$ cat config.mk
export PLATFORM = sky130hd
export DESIGN_NAME = seq_factorial
export DESIGN_NICKNAME = d
export VERILOG_FILES = /design/src/rtl/seq_factorial.sv
export SDC_FILE = /design/constraint.sdc
export NUM_CORES = 1
export LEC_CHECK = 0
export BUFFER_PORTS_ARGS = -buffer_cell sky130_fd_sc_hd__clkbuf_2
export CORE_MARGIN = 3
export CORE_UTILIZATION = 49
export DETAILED_ROUTE_END_ITERATION = 6
export PLACE_DENSITY = 0.68
export SYNTH_ARGS = -nofsm -noshare
export SYNTH_HDL_FRONTEND = slang
export SYNTH_SLANG_ARGS = --single-unit
$ cat constraint.sdc
create_clock -name clk -period 5.1 [get_ports clk]
set_input_delay 0 -clock clk [delete_from_list [all_inputs] [get_ports clk]]
set_output_delay 0 -clock clk [all_outputs]
set_load 0.005 [all_outputs]
$ cat src/rtl/seq_factorial.sv
`timescale 1ns/1ps
// seq_factorial: multi-cycle factorial engine, one RES_W x N_W multiply per
// clock. Result is n! mod 2^RES_W with a sticky overflow flag. The done pulse
// and the result/overflow outputs are registered, so they appear one cycle
// after the FSM reaches DONE.
module seq_factorial #(
  parameter int N_W   = 8,
  parameter int RES_W = 64
) (
  input  logic             clk,
  input  logic             rst_n,
  input  logic             start,
  input  logic [N_W-1:0]   n_in,
  output logic             busy,
  output logic             done,
  output logic [RES_W-1:0] result,
  output logic             overflow
);

  localparam int P_W = RES_W + N_W;

  typedef enum logic [1:0] {IDLE, CALC, DONE} state_t;

  state_t           state;
  state_t           state_nxt;
  logic [RES_W-1:0] acc;
  logic [N_W-1:0]   cnt;
  logic             ovf_s;
  logic             done_nxt;
  logic [P_W-1:0]   prod;
  logic             cnt_gt1;
  logic             accept;

  // Full-width product of the running accumulator and the down-counter.
  function automatic logic [P_W-1:0] full_product(input logic [RES_W-1:0] a,
                                                   input logic [N_W-1:0]   b);
    logic [P_W-1:0] ae;
    logic [P_W-1:0] be;
    ae = {{N_W{1'b0}}, a};
    be = {{RES_W{1'b0}}, b};
    return ae * be;
  endfunction

  // True when the product no longer fits in RES_W bits.
  function automatic logic upper_nonzero(input logic [P_W-1:0] p);
    return |p[P_W-1:RES_W];
  endfunction

  assign prod    = full_product(acc, cnt);
  assign cnt_gt1 = (cnt > N_W'(1));
  // While the registered done pulse is still high the request window has not
  // reopened yet; this keeps the next acceptance at least two edges after DONE.
  assign accept  = (state == IDLE) && start && !done;

  // State register.
  always_ff @(posedge clk or negedge rst_n) begin
    if (!rst_n) state <= IDLE;
    else        state <= state_nxt;
  end

  // Next-state logic.
  always_comb begin
    state_nxt = state;
    case (state)
      IDLE:    if (accept) state_nxt = CALC;
      CALC:    if (!cnt_gt1) state_nxt = DONE;
      DONE:    state_nxt = IDLE;
      default: state_nxt = IDLE;
    endcase
  end

  // Moore outputs decoded from the current state.
  always_comb begin
    busy     = (state == CALC);
    done_nxt = (state == DONE);
  end

  // Datapath: operand capture and one multiply step per CALC cycle.
  always_ff @(posedge clk or negedge rst_n) begin
    if (!rst_n) begin
      acc   <= RES_W'(1);
      cnt   <= '0;
      ovf_s <= 1'b0;
    end else if (accept) begin
      acc   <= RES_W'(1);
      cnt   <= n_in;
      ovf_s <= 1'b0;
    end else if ((state == CALC) && cnt_gt1) begin
      acc   <= prod[RES_W-1:0];
      ovf_s <= ovf_s | upper_nonzero(prod);
      cnt   <= cnt - N_W'(1);
    end
  end

  // Registered completion outputs, held until the next done pulse.
  always_ff @(posedge clk or negedge rst_n) begin
    if (!rst_n) begin
      done     <= 1'b0;
      result   <= '0;
      overflow <= 1'b0;
    end else begin
      done <= done_nxt;
      if (done_nxt) begin
        result   <= acc;
        overflow <= ovf_s;
      end
    end
  end

endmodule

==> flow_summary.yaml, run 1 <==
run_status:
  outcome: "finished, violations left"
  violations: "negative setup slack"
global_routing:
  grt_pass1_wl_um: 105000
  grtUsageTotal_pct: 28.0
  antenna_found_initial: 0
  grt_max_degree: 88
  overflow: 0
  grt_pass1_vias: 20400
clock_network:
  cts_made_buffers: 17
  root_buffer: "clkbuf_16"
  cts_tree: "done"
  clkTransAtPathRegs_ns: 0.07
  cts_buffer_depth: 2
  cts.htree.levels: 4
  clock_insertion_delay_worst_skew_ns: 0.50
  clock_sinks: 141
die:
  dieArea_mm2: 0.0474
  die_y_um: 218
  design.portCount: 78
  start_util_pct: 50.3
  rows: 76
  design.core.area_mm2: 0.0436
  die_x_um: 218
synth:
  ys_async_sr_fraction_pct: 100
  netlist_area_mm2: 0.0220
  synth_edf_count: 0
  yosysSeqAreaShare_pct: 16.1
  syn_avg_cell_area_um2: 9.22
  synth-warning-count: 0
  synth_ff_type: "dfrtp_1"
  ys_types: 79
  netlist_instances: 2382
  synth_fp_nets: 2859
  ys_ff_latch: 141
route:
  final_antenna_net_count: 0
  post-route-drc-count: 0
  vias_per_cell: 5.47
  routed_wl_um: 64700
  vias: 18500
  avgRoutedWirePerCell_um: 19.1
  dr.pass1.iters: 5
  dr.first_iter.drc_count: 1315
worst_setup_path:
  cp_max_fo: 8
  reg2reg_slack_ns: -0.56
  required_ns: 5.45
  r2r_start: "cnt[7]"
  arrival_ns: 6.01
  r2r_cells: 21
  r2r_end: "acc[63]"
  endpoint_kind: "flop"
  crit_path_start_kind: "flop"
  critPathKind: "flop to flop"
final_layout:
  multi_input_area_mm2: 0.0175
  syn2layout_area_growth_pct: 26.9
  diodes: 0
  seqCellArea_mm2: 0.00354
  fin_nets: 3264
  nFillCells: 3595
  post_route_cells_drive_above_1_share_pct: 29.0
placed_design:
  dp_hpwl_um: 48600
  portBuffers: 77
  gp_congestion: 0.933
  place_ws_ns: -0.651
timing:
  final_hold_viol_count: 0
  rsz0062_at_grt: "yes"
  timing.final.ws_setup_ns: -0.561
  setup_viol: 32
  slew_violations: 0
  worstMarginPinSlew_ns: 1.01
  timing.final.crit_share_pct: 111
  fmax_mhz: 177
  finClkSkew_ns: 0.0174
  post-route-min-period_ns: 5.66
  slew_headroom_pct: 32.7
  fin_setup_tns_ns: -7.54
job:
  maxCapViolCount: 0
min_path:
  worstHoldPathType: "input port to async pin"
==> final cells by class <==
type / count / share of cell area [%]
Clock inverter: 15 / 0.548
Multi-Input combinational cell: 1779 / 62.9
Inverter: 296 / 3.99
Clock buffer: 17 / 1.53
Timing Repair Buffer: 552 / 15.7
Sequential cell: 141 / 12.7
Tap cell: 585 / 2.63
==> metrics by stage <==
stage               util (%)  hold slack, ns  instance area [um2]  std cells
global route            63.9           0.253                27900       3385
CTS                     62.7           0.199                27400       3368
finish                  63.9           0.179                27900       3385
global placement        58.9           0.149                25700       3293
detailed placement      58.9           0.162                25700       3293
floorplan                  -          -0.296                22000       2382
==> registers in the layout (all words and copies together) (netlist names) <==
| register | flops |
|---|---|
| overflow | 1 |
| acc | 64 |
| result | 64 |
| cnt | 8 |
| done | 1 |
| ovf_s | 1 |
| state | 2 |
==> cell usage after synthesis (26+ instances only) <==
cell type,count,share of area [%]
nand4_1,34,0.97
mux2_2,65,3.3
o21ai_0,98,2.2
nor2_1,57,0.97
nand3_1,78,1.8
a21o_1,29,0.99
xnor2_1,34,1.4
fa_1,372,34
dfrtp_1,140,16
clkbuf_1,123,2.1
inv_1,296,5.1
ha_1,94,5.4
nand2_1,183,3.1
buf_2,26,0.59
and2_1,426,12
a21oi_1,98,2.2
==> logic make-up (layout without fill, tap and decap cells) <==
family	Yosys count	after routing	synth area share, %
buffers and inverters	462	880	8.19
AOI/OAI and AO/OA	339	339	9.50
xor gates and xnor gates	58	58	2.31
and+or+nand+nor	849	849	21.2
muxes	67	67	3.42
adders and majority gates	466	466	39.3
DFF	141	141	16.1
==> placed cells by master, fill, tap and decap left out, types with 17 or more instances in the layout <==
master       n
fa_1       365
xnor2_1     30
inv_1      292
buf_4      422
dfrtp_1    131
nand4_1     34
nor2_1      50
a21oi_2     25
nand2_1    176
a21o_1      29
a21oi_1     69
ha_1        70
nand3_1     76
o21ai_0     62
clkbuf_2    76
ha_4        19
clkbuf_16   20
o21ai_1     39
mux2_2      65
and2_1     421
buf_12      17
xor2_1      22
==> worst max-delay path, cell delays in order, from the launching register on <==
cell	delay, ns
dfrtp_2	0.49
buf_4	0.18
and2_1	0.15
fa_1	0.57
fa_1	0.45
fa_1	0.52
inv_1	0.05
fa_1	0.55
inv_2	0.07
ha_4	0.27
buf_6	0.10
a21oi_4	0.05
o211ai_1	0.20
or3b_4	0.44
a31oi_4	0.25
o21ai_4	0.13
buf_4	0.17
a21oi_4	0.17
nor2_2	0.07
o211ai_1	0.32
xnor2_1	0.20
o21ai_1	0.09
==> how the worst max path moves through the flow <==
stage / startpoint / end / slack (ns) / cells after the start
final: cnt[7] / acc[63] / -0.56 / 21
after global routing: cnt[7] / ovf_s / -0.67 / 22
after CTS: cnt[3] / ovf_s / -0.48 / 20
after detailed placement: cnt[2] / ovf_s / -0.65 / 22
after global placement: cnt[7] / ovf_s / -0.65 / 20
after floorplan: cnt[4] / ovf_s / -0.19 / 21
==> timing repair <==
item / CTS / global route
pin swaps: 74 / 54
hold buffers: 12 / 0
gates cloned: 2 / 3
hold endpoints to repair: 94 / 0
gates resized for setup: 166 / 68
setup endpoints to repair: 37 / 43
buffers inserted: 30 / 14
==> metal layers <==
layer / wire (um) / vias up / global-route usage (%)
met5: 0 / - / 0
met4: 1860 / 0 / 8.24
met3: 3700 / 111 / 5.88
met2: 32700 / 515 / 48.4
met1: 26500 / 9522 / 35.7
li1: - / 8377 / -
Power of run 1 is left out: the tool's default activity adds up to more than one toggle a clock period on the data nets, which glitch-free logic cannot reach.
==> run 2: changes to the inputs <==
- REMOVE_ABC_BUFFERS: not set -> 1
==> run 2 against run 1 <==
Critical endpoint is now ovf_s. Sequential share of layout area is 0.18 points lower. The flow still finishes with violations (negative setup slack). Flip-flop and latch count is the same. Critical path type unchanged. Clock skew down 0.0053 ns. Highest routed layer unchanged.
==> flow_summary.yaml, run 2 (same netlist as run 1, synthesis figures left out) <==
worst_setup_path:
  reg2reg_slack_ns: -0.33
  r2r_end: "ovf_s"
  arrival_ns: 5.80
  crit_buf_inv: 4
  crit_path_start_kind: "flop"
  cp_cell_sequence: "buf_12, and2_4, fa_1, fa_2, fa_1, inv_1, fa_1, inv_2, ha_4, buf_6, nor2_2, or3_4, or4_4, a211oi_4, o21bai_2, a21oi_2, nor2_2, o21ai_1, xnor2_1, a41oi_2"
  cpMostUsedCell: "fa_1"
  max_stage_delay_ns: 0.56
  required_ns: 5.47
  r2r_start: "cnt[4]"
  crit_family: "adder cells"
  critPathKind: "flop to flop"
  cp_max_fo: 5
  endpoint_kind: "flop"
  cpMaxStageDelayCell: "fa_1"
  r2r_cells: 20
clock_network:
  clkTransAtPathRegs_ns: 0.07
  cts_tree: "done"
  clock_insertion_delay_worst_skew_ns: 0.50
  cts_buffer_depth: 2
  root_buffer: "clkbuf_16"
  clock_sinks: 141
  cts.htree.levels: 4
  cts_made_buffers: 17
die:
  rows: 76
  die_y_um: 218
  design.core.area_mm2: 0.0436
  dieArea_mm2: 0.0474
  die_x_um: 218
  design.portCount: 78
  start_util_pct: 50.3
route:
  final_antenna_net_count: 0
  dr.first_iter.drc_count: 1010
  avgRoutedWirePerCell_um: 19.1
  vias: 18500
  routed_wl_um: 64200
  vias_per_cell: 5.53
  post-route-drc-count: 0
  dr.pass1.iters: 5
min_path:
  worstHoldPathType: "input port to async pin"
placed_design:
  portBuffers: 77
  placed_cell_area_mm2: 0.0255
  gp_congestion: 0.958
  dp_hpwl_um: 47600
timing:
  fmax_mhz: 184
  slew_violations: 0
  slew_headroom_pct: 27.8
  timing.final.ws_setup_ns: -0.331
  setup_viol: 29
  fin_setup_tns_ns: -4.82
  post-route-min-period_ns: 5.43
  final_hold_viol_count: 0
  worstMarginPinSlew_ns: 1.08
  finClkSkew_ns: 0.0121
  timing.final.crit_share_pct: 106
  rsz0062_at_grt: "yes"
run_status:
  outcome: "finished, violations left"
  violations: "negative setup slack"
final_layout:
  fin_nets: 3230
  nFillCells: 3492
  final_common_cell: "and2_1"
  diodes: 0
  reg.largest.list: "acc x64, result x64, cnt x8"
  final_cell_mix: "and2_1, buf_4, fa_1"
  post_route_cells_drive_above_1_share_pct: 30.8
  syn2layout_area_growth_pct: 28.7
  fin_area_mm2: 0.0283
global_routing:
  grt_max_degree: 94
  grtUsageTotal_pct: 28.0
  grt_pass1_wl_um: 105000
  overflow: 0
  antenna_found_initial: 0
  grt_pass1_vias: 20500
job:
  maxCapViolCount: 0
run 2: cell count changes in the layout (fill, tap and decap cells not counted), sizes merged:
cell,previous run,this run
buf,460,429
bufbuf,1,0
bufinv,1,2
clkbuf,96,95
clkinv,5,3
clkinvlp,0,4
inv,305,301
run 2: worst max path at each step:
stage	slack (ns)	end	from	cells after the start
floorplan	-0.57	ovf_s	cnt[2]	19
global placement	-0.61	ovf_s	cnt[3]	19
detailed placement	-0.68	ovf_s	cnt[4]	20
CTS	-0.36	ovf_s	cnt[4]	20
global route	-0.53	ovf_s	cnt[3]	19
finish	-0.33	ovf_s	cnt[4]	20
run 2: routing by layer:
metal / track usage (%) / part of all wire [%] / vias up
met1: 33.7 / 39 / 9527
li1: - / - / 8296
met5: 0 / 0 / -
met4: 10.2 / 3.4 / 0
met2: 51.1 / 53 / 522
met3: 3.98 / 4.2 / 172
run 2: metrics by stage:
stage	utilization, %	setup slack [ns]	hold slack, ns	instances
CTS	63.3	-0.359	0.207	3343
floorplan	-	-0.573	-0.296	2216
global placement	58.4	-0.613	0.168	3258
detailed placement	58.4	-0.678	0.177	3258
global route	64.8	-0.532	0.283	3351
finish	64.8	-0.331	0.192	3351
run 2: what timing repair did:
action,in CTS,in global routing
endpoints found under the setup margin,37,41
buffers inserted,44,10
gates resized for setup,236,124
hold buffers,12,0
hold endpoints to repair,100,0
pin swaps,117,61
cloned,2,1
run 2: layout make-up:
class,instances,area (um2),share of cell area (%)
multi-input cells,1779,18100,64.1
repair buffers,518,4170,14.7
flip-flops and latches,141,3540,12.5
inverters,296,1110,3.93
well taps,585,732,2.59
clock buffers,18,439,1.55
clock inverters,14,159,0.562
Power of run 2 is left out for the same reason.
